$ cat src/rtl/tick_pkg.sv
// tick_pkg: shared state encoding and synchronizer depth limits for tick consumers
package tick_pkg;
  typedef enum logic {IDLE, MEASURE} tick_state_t;
  localparam int SYNC_MIN = 1;
  localparam int SYNC_MAX = 4;
  function automatic int clamp_sync(int n);
    return n < SYNC_MIN ? SYNC_MIN : n > SYNC_MAX ? SYNC_MAX : n;
  endfunction
endpackage

$ cat src/rtl/sync_edge_detect.sv
// sync_edge_detect: synchronizes an async strobe and pulses for one cycle on its rising edge
module sync_edge_detect #(
  parameter int STAGES = 2
) (
  input  logic clk,
  input  logic reset,
  input  logic d,
  output logic rise
);
  logic [STAGES-1:0] sync;
  logic hist;
  always_ff @(posedge clk or posedge reset)
    if (reset) begin
      sync <= '0;
      hist <= 1'b0;
    end else begin
      sync[0] <= d;
      for (int i = 1; i < STAGES; i++) sync[i] <= sync[i-1];
      hist <= sync[STAGES-1];
    end
  assign rise = sync[STAGES-1] & ~hist;
endmodule

$ cat src/rtl/tick_period_meter.sv
// tick_period_meter: measures clk cycles between strobe rising edges, reported over valid/ready
module tick_period_meter
  import tick_pkg::*;
#(
  parameter int WIDTH       = 16,
  parameter int SYNC_STAGES = 2
) (
  input  logic             clk,
  input  logic             reset,
  input  logic             tick_in,
  output logic [WIDTH-1:0] period,
  output logic             valid,
  input  logic             ready,
  output logic             overflow,
  output logic             overrun,
  output logic             locked
);
  localparam logic [WIDTH-1:0] MAX = '1;
  tick_state_t state, state_nxt;
  logic rise, capture, have_prev;
  logic [WIDTH-1:0] count, count_nxt;
  sync_edge_detect #(.STAGES(clamp_sync(SYNC_STAGES))) u_sync (
    .clk(clk),
    .reset(reset),
    .d(tick_in),
    .rise(rise)
  );
  always_ff @(posedge clk or posedge reset)
    if (reset) state <= IDLE;
    else state <= state_nxt;
  always_comb state_nxt = (state == IDLE && rise) ? MEASURE : state;
  always_comb begin
    capture   = state == MEASURE && rise;
    count_nxt = rise ? WIDTH'(1) : (state == MEASURE && count != MAX) ? count + 1'b1 : count;
  end
  always_ff @(posedge clk or posedge reset)
    if (reset) begin
      count     <= '0;
      period    <= '0;
      valid     <= 1'b0;
      overflow  <= 1'b0;
      overrun   <= 1'b0;
      locked    <= 1'b0;
      have_prev <= 1'b0;
    end else begin
      count <= count_nxt;
      if (capture) begin
        period    <= count;
        overflow  <= count == MAX;
        overrun   <= valid && !ready;
        locked    <= have_prev && count == period && !overflow && count != MAX;
        valid     <= 1'b1;
        have_prev <= 1'b1;
      end else if (valid && ready) begin
        valid   <= 1'b0;
        overrun <= 1'b0;
      end
    end
endmodule
$ cat config.mk
export PLATFORM = sky130hd
export DESIGN_NAME = tick_period_meter
export DESIGN_NICKNAME = d
export VERILOG_FILES = /design/src/rtl/tick_pkg.sv /design/src/rtl/sync_edge_detect.sv /design/src/rtl/tick_period_meter.sv
export SDC_FILE = /design/constraint.sdc
export NUM_CORES = 1
export LEC_CHECK = 0
export CORE_ASPECT_RATIO = 1.1
export CORE_MARGIN = 3
export CORE_UTILIZATION = 48
export DETAILED_ROUTE_END_ITERATION = 12
export PLACE_DENSITY = 0.7
export SLEW_MARGIN = 20
export SYNTH_ARGS = -nofsm -noshare
export SYNTH_HDL_FRONTEND = slang
export SYNTH_SLANG_ARGS = --single-unit
$ cat constraint.sdc
create_clock -name clk -period 2 [get_ports clk]
set_clock_uncertainty 0.05 [all_clocks]
set_input_delay 0.6 -clock clk [delete_from_list [all_inputs] [get_ports clk]]
set_output_delay 0.6 -clock clk [all_outputs]
set_load 0.05 [all_outputs]
# After elaboration in Yosys (flattened, before gate mapping)
# Index checks and enable logic that the tools add are counted.
# Widths: inputs -> output; s select.
# totals
in_bits	4
reg_bits	41
output_inout_bits	20
# classes
n_eq_ne	3
muxes	5
bitwise_logic	3
add_sub_neg	1
n_reduce_logical	12
# ops
cell	n
$mux 16	2
$add 16x1->16 const B	1
$eq 16x16->1	1
$eq 16x16->1 const B	1
$ne 16x16->1 const B	1
$logic_and 1x1->1	8
$reduce_bool 2->1	2
$mux 1	3
$logic_not 1->1	2
$not 1->1	2
$and 1x1->1	1

# Depth between registers and ports, before layout
# depth
depth_word	4
mapped_depth	7

# Modules after synthesis
# Synthesis repeated with hierarchy kept, for this count alone.
# unflattened
cells_unflattened	184
hier_area_um2	2044.5
# by_module_without_submodules
module	area_per_inst_um2	cells_each	instances	seq_area_each_um2
tick_period_meter	1951.9	179	1	950.9
sync_edge_detect	92.6	5	1	75.1

# Worst setup path after synthesis
# OpenSTA, ideal clock, no wires.
# synth_path
kind	register to register
startpoint	reg count[0]
endpoint	reg count[5]
t_arrival_ns	1.737
path_stages_with_launch	7
synth_period_minus_slack_ns	1.865
setup_slack_ns	0.135
n_path_buf	1
setup_time_ns	0.078
cell_sequence	dfrtp_1 -> ha_1 -> and4_1 -> and4bb_4 -> buf_6 -> or4_1 -> a21oi_1
# synth_between
elab_chain_len	3
# synth_rtl
element	line	text
start, declared	tick_period_meter.sv:21	logic [WIDTH-1:0] count, count_nxt;
start signal, assigned	tick_period_meter.sv:46	count <= count_nxt;
$add 16x1->16 or $ne 16x16->1 (tied branches)	tick_period_meter.sv:34	count_nxt = rise ? WIDTH'(1) : (state == MEASURE && count != MAX) ? count + 1'b1 : count;
$mux 16 or $logic_and 1x1->1 (tied branches)	tick_period_meter.sv:34	
$mux 16 or $reduce_bool 2->1 (tied branches)	--	
# Parallel ways exist; a longest one is shown, timed or not. The select of a mux whose other input is x is not followed.
# A chain may end at the register's enable or synchronous reset.

# Worst setup path after layout
# layout_path
startpoint	reg count[1]
endpoint	reg count[3]
# The elaborated chain is that of the path after synthesis.

==> results.toml <==
[min_path]
hold_depth = 0
hold_class = "flip-flop to flip-flop"
min_to = "u_sync.sync[1]$_DFF_PP0_"
worstHoldStart = "u_sync.sync[0]$_DFF_PP0_"

[clock_tree]
cts_tree = "built"
cts_buffer_depth = 2
cts_inserted_buffers = 5
cts-resized-gates = 0
htreeDepth = 2
cts_root_buf = "clkbuf_8"
cts_setup_buffers = 0
holdBufCountCts = 0
clkTransAtPathRegs_ns = 0.08
cts_sinks = 41
clkLatencyLatePin_ns = 0.29

[floorplan]
die_x_um = 67.67
fp-row-count = 24
placeableCoreArea_um2 = 3994
die_h_um = 73.84
initial_core_util_pct = 50.28
dieArea_um2 = 4997
io_pins = 24

[synth]
syn-num-nets = 182
synth_seq_cells = 41
postSynthAreaPerCell_um2 = 11.35
ys_warn_count = 0
syn_inst = 177
yosysSeqAreaShare_pct = 51.09
syn_area_um2 = 2008
synthDistinctLibCells = 33

[global_route]
grt.busiest_layer = "met2"
grt_first_pass_wirelength_mm = 7.127
track_usage_pct = 19.01
met1_usage_pct = 24.16
antenna_found_initial = 0
gr-total-overflow = 0
grt_pass1_vias = 1504
met2_usage_pct = 31.78
grt_max_degree = 42
use_met3_pct = 4.128

[worst_setup_path]
worstPathMaxFanout = 10
rr_worst_depth = 5
worst_ep_required_time_ns = 2.17
crit_path_end_kind = "flip-flop"
start_kind = "flip-flop"
timing.rr.start = "count[1]$_DFFE_PP0P_"
r2r_setup_slack_ns = 0.13
cp.arrival_ns = 2.04
rr_endpoint = "count[3]$_DFFE_PP0P_"
crit_type = "flip-flop to flip-flop"

[sta]
slew-limit-headroom_pct = 62.95
final-hold-violation-count = 0
fin_crit_ns = 1.871
final_max_slew_viol_count = 0
fin_tns_setup_ns = 0
period_share_pct = 93.54
fmax_mhz = 534.5
tightestPinTransition_ns = 0.5516
rsz0062_at_grt = "no"
setup-violations-final = 0

[placement]
placed_cells = 248
numPortBuffers = 23
hpwlAfterDp_mm = 3.048
gp_congestion = 0.7933

[routing]
drt-total-wl_mm = 4.216
routed_via_density = 5.883
wire_per_inst_um = 16.40
post-route-drc-count = 0
via_count = 1512
first_pass_iters = 4
ant_nets = 0
dr.first_iter.drc_count = 114

[layout]
area_growth_pct = 19.50
antenna_cells = 0
fin_cells = 257
drive_above_1_share_pct = 27.32
nets = 209
postLayoutCoreUtil_pct = 60.09

[power]
ir_worst_vdd_uv = 702.2
p_leak_nw = 1.153
power.density_nw_per_um2 = 971.3

[flow_run]
drv_cap = 0

[outcome]
status = "complete, no violations"
flip-flops by register name, indices dropped and copies added, names as in the netlist:
signal	count
count	16
period	16
u_sync.sync	2
have_prev	1
locked	1
overflow	1
overrun	1
state	1
u_sync.hist	1
valid	1
routing by layer:
| layer | vias to the layer above | share of wire [%] |
|---|---|---|
| met3 | 8 | 3.7 |
| met1 | 757 | 44 |
| met4 | 0 | 1.6 |
| met2 | 31 | 51 |
| li1 | 716 | - |
| met5 | - | 0 |
logic make-up after synthesis:
logic type                 Yosys count  share of synthesized area [%]
and+or+nand+nor                     52                          17.01
DFF                                 41                          51.09
AOI/OAI and AO/OA                   35                          10.97
muxes                               17                          9.470
xor gates and xnor gates            16                          6.978
buffers and inverters               15                          3.863
adders and majority gates            1                         0.6230
where the power goes:
part | total, W | switching [W] | leakage (nW) | internal [W]
clock | 0.000773 | 0.000277 | 0.0681 | 0.000496
sequential | 0.00102 | 0.000107 | 0.540 | 0.000914
combinational | 0.000537 | 0.000331 | 0.545 | 0.000206
per-stage QoR:
step | total power, W | cell area, um2 | setup WS (ns) | hold slack, ns
detailed placement | 0.001579 | 2252 | 0.1032 | 0.2889
floorplan | 0.001403 | 2008 | 0.1347 | 0.2812
CTS | 0.002354 | 2386 | 0.08520 | 0.3069
finish | 0.002331 | 2400 | 0.1291 | 0.3032
global route | 0.002443 | 2400 | 0.02627 | 0.3229
global placement | 0.001557 | 2252 | 0.1557 | 0.2905
synthesized netlist by cell type:
master,number,share of area (%)
and4_4,1,0.56
and4_1,3,1.3
xnor2_1,3,1.3
xor2_1,13,5.7
o31ai_1,13,4.9
dfrtp_1,41,51
or4_1,12,4.5
and4bb_4,1,0.81
nor4_1,3,0.93
nand2_1,9,1.7
nor3_1,2,0.50
buf_1,1,0.19
and2b_1,1,0.37
nand4_1,2,0.62
clkbuf_1,2,0.37
mux2i_1,1,0.50
mux2_2,16,9.0
and3_1,1,0.31
o311ai_0,1,0.44
o41ai_1,1,0.44
buf_6,2,1.1
nand3_1,8,2.0
nand2b_1,2,0.62
or3_1,2,0.62
nor2_1,1,0.19
ha_1,1,0.62
o21a_1,2,0.75
nand3b_1,2,0.75
nand4_2,2,1.2
o21ai_0,4,1.0
inv_1,5,0.93
buf_2,5,1.2
a21oi_1,14,3.5
worst max-delay path by stage:
stage,from,slack [ns],cells past startpoint,to
floorplan,count[0]$_DFFE_PP0P_,0.13,6,count[5]$_DFFE_PP0P_
global placement,count[1]$_DFFE_PP0P_,0.16,5,count[7]$_DFFE_PP0P_
detailed placement,count[1]$_DFFE_PP0P_,0.10,5,count[5]$_DFFE_PP0P_
CTS,count[1]$_DFFE_PP0P_,0.09,5,count[5]$_DFFE_PP0P_
global route,count[1]$_DFFE_PP0P_,0.03,5,count[3]$_DFFE_PP0P_
finish,count[1]$_DFFE_PP0P_,0.13,5,count[3]$_DFFE_PP0P_
worst max-delay path, stage by stage (launching register included):
cell and delay [ns]:
dfrtp_2 0.45, ha_1 0.23, and4_1 0.22, and4bb_4 0.23
or4_1 0.47, a21oi_1 0.15
final cells by class:
| type | instances | area [um2] |
|---|---|---|
| well taps | 52 | 65.06 |
| inverters | 5 | 18.77 |
| flip-flops and latches | 41 | 1027 |
| fillers | 337 | 1594 |
| clock buffers | 5 | 68.82 |
| multi-input cells | 122 | 917.1 |
| clock inverters | 3 | 65.06 |
| repair buffers | 29 | 237.7 |
placed cells by master, fill, tap and decap left out, types with 3 or more instances in the layout:
cell,count
a21oi_1,14
and4_1,3
buf_4,25
clkbuf_8,5
clkdlybuf4s50_1,3
dfrtp_1,40
inv_1,5
mux2_2,16
nand2_1,9
nand3_1,8
nor4_1,3
o21ai_0,4
o31ai_1,13
or4_1,12
xnor2_1,3
xor2_1,13
(Power assumes the default switching activity.)
